<file path="src/rtl/uart_tx.sv">
// uart_tx: serial transmitter framing one DATA_WIDTH-bit word as
// start bit, LSB-first data bits, optional parity bit and one stop bit.
// Each bit lasts Prescale clock cycles. Prescale 0 behaves as 1.
// TX_OUT and Busy are driven straight from flops.
module uart_tx #(
  parameter int DATA_WIDTH    = 8,
  parameter int BIT_CNT_WIDTH = 4
) (
  input  logic                  CLK,
  input  logic                  RST,
  input  logic [DATA_WIDTH-1:0] P_DATA,
  input  logic                  Data_Valid,
  input  logic                  PAR_EN,
  input  logic                  PAR_TYP,
  input  logic [4:0]            Prescale,
  output logic                  TX_OUT,
  output logic                  Busy
);

  localparam logic [2:0] IDLE   = 3'd0;
  localparam logic [2:0] START  = 3'd1;
  localparam logic [2:0] DATA   = 3'd2;
  localparam logic [2:0] PARITY = 3'd3;
  localparam logic [2:0] STOP   = 3'd4;

  localparam logic [BIT_CNT_WIDTH-1:0] LAST_BIT = BIT_CNT_WIDTH'(DATA_WIDTH - 1);

  logic [2:0]               state;
  logic [DATA_WIDTH-1:0]    shift_reg;
  logic [4:0]               edge_cnt;
  logic [4:0]               presc_q;
  logic [BIT_CNT_WIDTH-1:0] bit_cnt;
  logic                     par_en_q;
  logic                     par_bit_q;
  logic                     bit_done;
  logic [4:0]               presc_eff;
  logic                     par_calc;

  // End of the current bit period and the values latched at acceptance
  always_comb begin
    bit_done  = (edge_cnt == (presc_q - 5'd1));
    presc_eff = (Prescale == 5'd0) ? 5'd1 : Prescale;
    par_calc  = (^P_DATA) ^ PAR_TYP;
  end

  // Frame sequencer. TX_OUT is loaded with the value of the bit being
  // entered on the same edge that changes state, so the line is never
  // decoded from state and has no combinational path to the pin.
  always_ff @(posedge CLK or negedge RST) begin
    if (!RST) begin
      state     <= IDLE;
      TX_OUT    <= 1'b1;
      Busy      <= 1'b0;
      shift_reg <= '0;
      edge_cnt  <= '0;
      bit_cnt   <= '0;
      presc_q   <= '0;
      par_en_q  <= 1'b0;
      par_bit_q <= 1'b0;
    end else begin
      case (state)
        IDLE: begin
          TX_OUT   <= 1'b1;
          Busy     <= 1'b0;
          edge_cnt <= '0;
          bit_cnt  <= '0;
          if (Data_Valid) begin
            state     <= START;
            TX_OUT    <= 1'b0;
            Busy      <= 1'b1;
            shift_reg <= P_DATA;
            presc_q   <= presc_eff;
            par_en_q  <= PAR_EN;
            par_bit_q <= par_calc;
          end
        end
        START: begin
          if (bit_done) begin
            edge_cnt  <= '0;
            bit_cnt   <= '0;
            state     <= DATA;
            TX_OUT    <= shift_reg[0];
            shift_reg <= shift_reg >> 1;
          end else begin
            edge_cnt <= edge_cnt + 5'd1;
          end
        end
        DATA: begin
          if (bit_done) begin
            edge_cnt <= '0;
            if (bit_cnt == LAST_BIT) begin
              if (par_en_q) begin
                state  <= PARITY;
                TX_OUT <= par_bit_q;
              end else begin
                state  <= STOP;
                TX_OUT <= 1'b1;
              end
            end else begin
              bit_cnt   <= bit_cnt + 1'b1;
              TX_OUT    <= shift_reg[0];
              shift_reg <= shift_reg >> 1;
            end
          end else begin
            edge_cnt <= edge_cnt + 5'd1;
          end
        end
        PARITY: begin
          if (bit_done) begin
            edge_cnt <= '0;
            state    <= STOP;
            TX_OUT   <= 1'b1;
          end else begin
            edge_cnt <= edge_cnt + 5'd1;
          end
        end
        STOP: begin
          if (bit_done) begin
            edge_cnt <= '0;
            state    <= IDLE;
            Busy     <= 1'b0;
            TX_OUT   <= 1'b1;
          end else begin
            edge_cnt <= edge_cnt + 5'd1;
          end
        end
        default: begin
          state    <= IDLE;
          TX_OUT   <= 1'b1;
          Busy     <= 1'b0;
          edge_cnt <= '0;
          bit_cnt  <= '0;
        end
      endcase
    end
  end

endmodule
</file>
<file path="config.mk">
export PLATFORM = sky130hd
export DESIGN_NAME = uart_tx
export DESIGN_NICKNAME = d
export VERILOG_FILES = /design/src/rtl/uart_tx.sv
export SDC_FILE = /design/constraint.sdc
export NUM_CORES = 1
export LEC_CHECK = 0
export CAP_MARGIN = 20
export CORE_MARGIN = 3
export CORE_UTILIZATION = 40
export DETAILED_ROUTE_END_ITERATION = 8
export GPL_TIMING_DRIVEN = 1
export PLACE_DENSITY = 0.73
export SLEW_MARGIN = 10
export SYNTH_ARGS = -nofsm -noshare
export SYNTH_HDL_FRONTEND = slang
export SYNTH_SLANG_ARGS = --single-unit
</file>
<file path="constraint.sdc">
create_clock -name CLK -period 1.9 [get_ports CLK]
set_input_delay 0.19 -clock CLK [delete_from_list [all_inputs] [get_ports CLK]]
set_output_delay 0.19 -clock CLK [all_outputs]
set_load 0.02 [all_outputs]
</file>
==> results_dict.tcl, run 1 <==
set metrics [dict create \
    status "completed" \
    max-clock-path-buffers 2 \
    drv_cap 0 \
    gp_congestion 0.877 \
    max_slew_margin_pct 70.6 \
    antenna_found_initial 0 \
    syn_area_per_cell_sq_um 10.4 \
    drc 0 \
    grt_max_degree 30 \
    grt_overflow 0 \
    layout_min_cycle_time_ps 1880 \
    synth_nets 192 \
    synth_edf_count 0 \
    first_pass_iters 4 \
    rows 23 \
    portBuffers 19 \
    finish.instance_area_sq_um 2360 \
    routedWlPerCell_um 15.5 \
    vias_per_cell 5.59 \
    worst_pin_slew_ps 441 \
    yosys_warnings 0 \
    synthFlopType "dfrtp_1" \
    core_area_sq_um 4140 \
    largest_reg_flops 8 \
    power_mw 4.02 \
    synth-seq-cells 29 \
    clock_sinks 29 \
    nFillCells 365 \
    synth-seq-area-share_pct 41.0 \
    final_util_pct 57.0 \
    peakVddDrop_mv 0.929 \
    crit_chain "inv_2 > ha_4 > nand4bb_1 > a211oi_2 > o311ai_2 > buf_4 > a21boi_4 > buf_12 > a2bb2oi_2" \
    first_global_vias 1465 \
    start_util_pct 42.8 \
    rsz0062_at_grt "true" \
    pre_cts_slack_ps -72.5 \
    layout_common_cells "28 x dfrtp_1, 19 x clkdlybuf4s50_1, 18 x buf_4" \
    antenna_cells 0 \
    globalRouteTotalUtil_pct 16.2 \
    num-nets-final 233 \
    critical_path_class "reg2reg" \
    crit_path_top_delay_cell "dfrtp_1" \
    die_w_um 72.6 \
    syn_inst 171 \
    start_kind "register" \
    path_max_fanout 7 \
    path_clk_slew_ps 60 \
    area_growth_pct 33.2 \
    ctsHoldBuffers 0 \
    final_common_cell "dfrtp_1" \
    synth_area_leaders "dfrtp_1 39%, xnor2_1 4.9%, a2bb2oi_1 3.5%" \
    routed_wl_um 4070 \
    fin_ws_ps 19.4 \
    maxSlewViolCount 0 \
    hold_viol 0 \
    crit_required_ps 2120 \
    hp-class "in2async" \
    cts_tree "done" \
    grt_pass1_wl_um 6610 \
    setup_viol 0 \
    tns_ps 0 \
    syn_area_sq_um 1770 \
    final.setup_skew_ps 5.06 \
    finalCritPeriodShare_pct 99.0 \
    dpl.hpwl_um 2770 \
    layout-drive-gt1-share_pct 29.6 \
    numCtsBuffers 5 \
    synthArstFlopShare_pct 100 \
    die_area_sq_um 5270 \
    cts.htree.levels 2 \
    end_kind "register" \
    num_io_pins 20 \
    power.density_nw_per_um2 1700 \
    antenna_left 0 \
    synth_area_leader_cell "dfrtp_1" \
    drt_iter0_drc 101 \
    cp_data_arrival_time_ps 2100 \
    clock.fmax_mhz 532 \
    die_h_um 72.6 \
    p_leak_nw 0.972 \
    clkLatencyLatePin_ps 280 \
    critPathMaxStageDelay_ps 390 \
    place_area_sq_um 2110 \
    synth.top_cell.area_share_pct 39.5 \
    synth_cell_type_count 52 \
    cts_root_buffer "clkbuf_8" \
    vias 1470 \
]
==> what timing repair did <==
item                                    4_1_cts  5_1_grt
endpoints found under the setup margin        9       20
setup buffers                                 2        1
endpoints found under the hold margin         0        0
resized for setup                             5       20
pin swaps                                    10       10
==> power by group <==
part | internal, mW | leakage [nW] | switching (mW) | total (mW)
Combinational | 1.25 | 0.579 | 1.15 | 2.40
Clock | 0.256 | 0.0422 | 0.224 | 0.480
Sequential | 0.891 | 0.351 | 0.252 | 1.14
==> final timing paths <==
check                                              start                  endpoint  slack [ps]  cells after the start
worst max-delay path              presc_q[1]$_DFFE_PN0P_  shift_reg[4]$_DFFE_PN0P_          20                      9
worst min-delay path                                 RST    presc_q[2]$_DFFE_PN0P_         290                      2
worst max register to register    presc_q[1]$_DFFE_PN0P_  shift_reg[4]$_DFFE_PN0P_          20                      9
worst min register to register  shift_reg[7]$_DFFE_PN0P_  shift_reg[7]$_DFFE_PN0P_         510                      2
max in group asynchronous                            RST        TX_OUT$_DFFE_PN1P_        1290                      2
min in group CLK                shift_reg[7]$_DFFE_PN0P_  shift_reg[7]$_DFFE_PN0P_         510                      2
==> per-stage QoR <==
step | hold slack, ps | std cells
after floorplan | -106 | 171
after global placement | 498 | 252
after detailed placement | 503 | 252
after CTS | 308 | 262
after global routing | 330 | 263
final | 293 | 263
==> area by class of cell <==
cell class | count | area, sq um | share of cell area (%)
clock buffer | 7 | 76.3 | 3.23
clock inverter | 1 | 5.00 | 0.212
inverter | 7 | 26.3 | 1.11
multi-input combinational | 128 | 1080 | 45.6
sequential | 29 | 727 | 30.8
tap | 50 | 62.6 | 2.65
timing repair buffer | 41 | 388 | 16.4
==> synthesized netlist by cell type (3+ instances only) <==
cell type / count
dfrtp_1: 28
nor2_1: 11
xnor2_1: 10
nand2_1: 9
nand2b_1: 9
o22ai_1: 8
a2bb2oi_1: 7
inv_1: 7
xor2_1: 7
nand3_1: 6
o21ai_0: 6
a21oi_1: 5
mux2_2: 5
nor2b_1: 4
buf_6: 3
ha_1: 3
==> cells by family after synthesis <==
logic type | Yosys count | synth area share, %
XOR/XNOR | 17 | 8.39
AO/OA/AOI/OAI | 48 | 22.4
buffers and inverters | 14 | 5.57
AND/OR/NAND/NOR | 54 | 16.9
flip-flops | 29 | 41.0
multiplexers | 6 | 3.74
adder cells (fa/ha/maj) | 3 | 2.12
==> worst max-delay path, delay by kind of cell (launching register included) <==
family                   cells  cell delay, ps
AO/OA/AOI/OAI                4             720
flip-flops                   1             390
AND/OR/NAND/NOR              1             130
buffers and inverters        3             420
adder cells (fa/ha/maj)      1             150
==> layer usage <==
layer	wire length (um)	part of all wire (%)	GRT usage (%)	vias to the layer above
met4	77	1.9	7.79	0
met3	214	5.3	4.27	10
met2	1890	46	24.1	44
met1	1890	46	21.7	704
met5	0	0	0	-
li1	-	-	-	712
Note: power is estimated with default switching activity, not from simulation.
==> inputs of run 2 (changes only) <==
--- a/config.mk
+++ b/config.mk
@@ -15,3 +15,4 @@
 export SYNTH_ARGS = -nofsm -noshare
 export SYNTH_HDL_FRONTEND = slang
 export SYNTH_SLANG_ARGS = --single-unit
+export TNS_END_PERCENT = 20
==> run 2 against run 1 <==
Effect of this change:
- the flow now finishes with violations (negative setup slack)
- first-iteration DRC count shrank 18%
- sequential power is essentially flat
- core utilization shrank 2.6 points
- routed wire length shrank 2.8%
- worst hold slack gained 0.75 ps
- clock skew shrank 2.2 ps
- power shrank 7.9%
- fmax shrank 1.0%
- via count shrank 0.95%
- non-clock buffer count shrank 1
- combinational power shrank 13%
- count of clock-buffer cells in the layout is the same
==> results_dict.tcl, run 2 (same netlist as run 1, synthesis figures left out) <==
set metrics [dict create \
    portBuffers 19 \
    end_kind "register" \
    drc 0 \
    critical_path_class "reg2reg" \
    grt_max_degree 30 \
    final_util_pct 54.4 \
    p_comb_share_pct 56.5 \
    start_kind "register" \
    swShare_pct 40.1 \
    clock.fmax_mhz 526 \
    cts_tree "done" \
    dpl.hpwl_um 2770 \
    seq_power_share_pct 30.5 \
    path_clk_slew_ps 60 \
    grt_pass1_wl_um 6600 \
    setup_viol 1 \
    die_w_um 72.6 \
    hp-class "in2async" \
    area_growth_pct 27.1 \
    drv_cap 0 \
    status "finished with violations" \
    crit_required_ps 2070 \
    core_area_sq_um 4140 \
    gp_congestion 0.877 \
    path_max_fanout 4 \
    final.setup_skew_ps 2.83 \
    tns_ps -0.457 \
    place_area_sq_um 2110 \
    crit_chain "inv_2 > ha_4 > nand4bb_1 > a211oi_2 > o311ai_2 > buf_4 > a211o_1 > a22o_1" \
    critPathMaxStageDelay_ps 390 \
    violations "negative setup slack" \
    holdWs_ps 294 \
    clockPowerShare_pct 12.9 \
    clock_sinks 29 \
    finalCritPeriodShare_pct 100 \
    finish.instance_area_sq_um 2250 \
    max-clock-path-buffers 2 \
    num_io_pins 20 \
    layout-drive-gt1-share_pct 23.6 \
    internal-power_mw 2.22 \
    drt_iter0_drc 83 \
    worst_pin_slew_ps 436 \
    rsz0062_at_grt "true" \
    layout_min_cycle_time_ps 1900 \
    cts_root_buffer "clkbuf_8" \
    final_common_cell "dfrtp_1" \
    hold_viol 0 \
    routedWlPerCell_um 15.1 \
    routed_wl_um 3960 \
    cp_data_arrival_time_ps 2070 \
    cts.htree.levels 2 \
    die_h_um 72.6 \
    crit_path_top_delay_cell "dfrtp_1" \
    maxSlewViolCount 0 \
    p_leak_nw 0.953 \
    power.density_nw_per_um2 1640 \
    peakVddDrop_mv 0.826 \
    vias_per_cell 5.56 \
    ctsHoldBuffers 0 \
    antenna_left 0 \
    num-nets-final 232 \
    globalRouteTotalUtil_pct 16.2 \
    crit_family "compound AO/OA/AOI/OAI gates" \
    vias 1456 \
    max_slew_margin_pct 70.8 \
    first_global_vias 1457 \
    rows 23 \
    clkLatencyLatePin_ps 280 \
    die_area_sq_um 5270 \
    power_mw 3.71 \
    first_pass_iters 4 \
    largest_reg_flops 8 \
    fin_ws_ps -0.457 \
    path_buf_inv 2 \
    layout_common_cells "28 x dfrtp_1, 19 x clkdlybuf4s50_1, 19 x buf_4" \
    grt_overflow 0 \
    numCtsBuffers 5 \
    antenna_cells 0 \
    start_util_pct 42.8 \
    antenna_found_initial 0 \
    p_switching_mw 1.49 \
]
==> run 2: power groups by stage <==
stage | logic (mW) | clock network, mW | registers (mW)
5_1_grt | 2.30 | 0.520 | 1.17
2_1_floorplan | 1.44 | 0 | 1.08
3_3_place_gp | 1.91 | 0 | 1.13
6_report | 2.09 | 0.479 | 1.13
3_5_place_dp | 1.95 | 0 | 1.12
4_1_cts | 2.05 | 0.496 | 1.13
==> run 2: worst reg2reg max path, stage by stage, from the launching register on <==
cell and delay, ps:
dfrtp_1 390, inv_2 90, ha_4 160, nand4bb_1 130
a211oi_2 260, o311ai_2 160, buf_4 170, a211o_1 250
a22o_1 180
==> run 2: worst paths after layout <==
path | from | end | slack, ps | cells after the start
setup / recovery | presc_q[1]$_DFFE_PN0P_ | bit_cnt[2]$_DFFE_PN0P_ | -0.5 | 8
hold / removal | RST | presc_q[2]$_DFFE_PN0P_ | 290 | 2
setup reg to reg | presc_q[1]$_DFFE_PN0P_ | bit_cnt[2]$_DFFE_PN0P_ | -0.5 | 8
hold reg to reg | edge_cnt[0]$_DFF_PN0_ | edge_cnt[0]$_DFF_PN0_ | 520 | 1
max in group asynchronous | RST | TX_OUT$_DFFE_PN1P_ | 1290 | 2
min in group CLK | edge_cnt[0]$_DFF_PN0_ | edge_cnt[0]$_DFF_PN0_ | 520 | 1
==> run 2: timing repair <==
| action | CTS | global route |
|---|---|---|
| gates resized for setup | 5 | 5 |
| buffers inserted | 2 | 0 |
| pin swaps | 6 | 2 |
| cloned | 0 | 0 |
| setup endpoints to repair | 9 | 20 |
==> run 2: layout make-up <==
class / count / area [sq um]
fill: 385 / 1890
multi-input combinational: 128 / 993
sequential: 29 / 727
timing repair buffer: 40 / 364
clock buffer: 7 / 76.3
tap: 50 / 62.6
inverter: 7 / 26.3
clock inverter: 1 / 5.00
==> run 2: routing by layer <==
| metal | global-route usage (%) | part of all wire [%] | routed length, um | up-vias |
|---|---|---|---|---|
| met1 | 21.7 | 47 | 1870 | 702 |
| li1 | - | - | - | 708 |
| met4 | 7.38 | 2.1 | 84 | 0 |
| met3 | 4.27 | 5.0 | 197 | 9 |
| met2 | 24.3 | 46 | 1800 | 37 |
| met5 | 0 | 0 | 0 | - |
==> run 2: stage by stage <==
| step | cells | worst slack, ps |
|---|---|---|
| 2_1_floorplan | 171 | 56.0 |
| 3_3_place_gp | 252 | 13.9 |
| 4_1_cts | 262 | -33.2 |
| 3_5_place_dp | 252 | -72.5 |
| 5_1_grt | 262 | -128 |
| 6_report | 262 | -0.457 |
==> inputs of run 3 (changes only) <==
--- a/config.mk
+++ b/config.mk
@@ -8,6 +8,7 @@
 export CAP_MARGIN = 20
 export CORE_MARGIN = 3
 export CORE_UTILIZATION = 40
+export CTS_CLUSTER_SIZE = 28
 export DETAILED_ROUTE_END_ITERATION = 8
 export GPL_TIMING_DRIVEN = 1
 export PLACE_DENSITY = 0.73
==> results of run 3 <==
The final DEF is identical to that of run 2; final timing and power are the same.
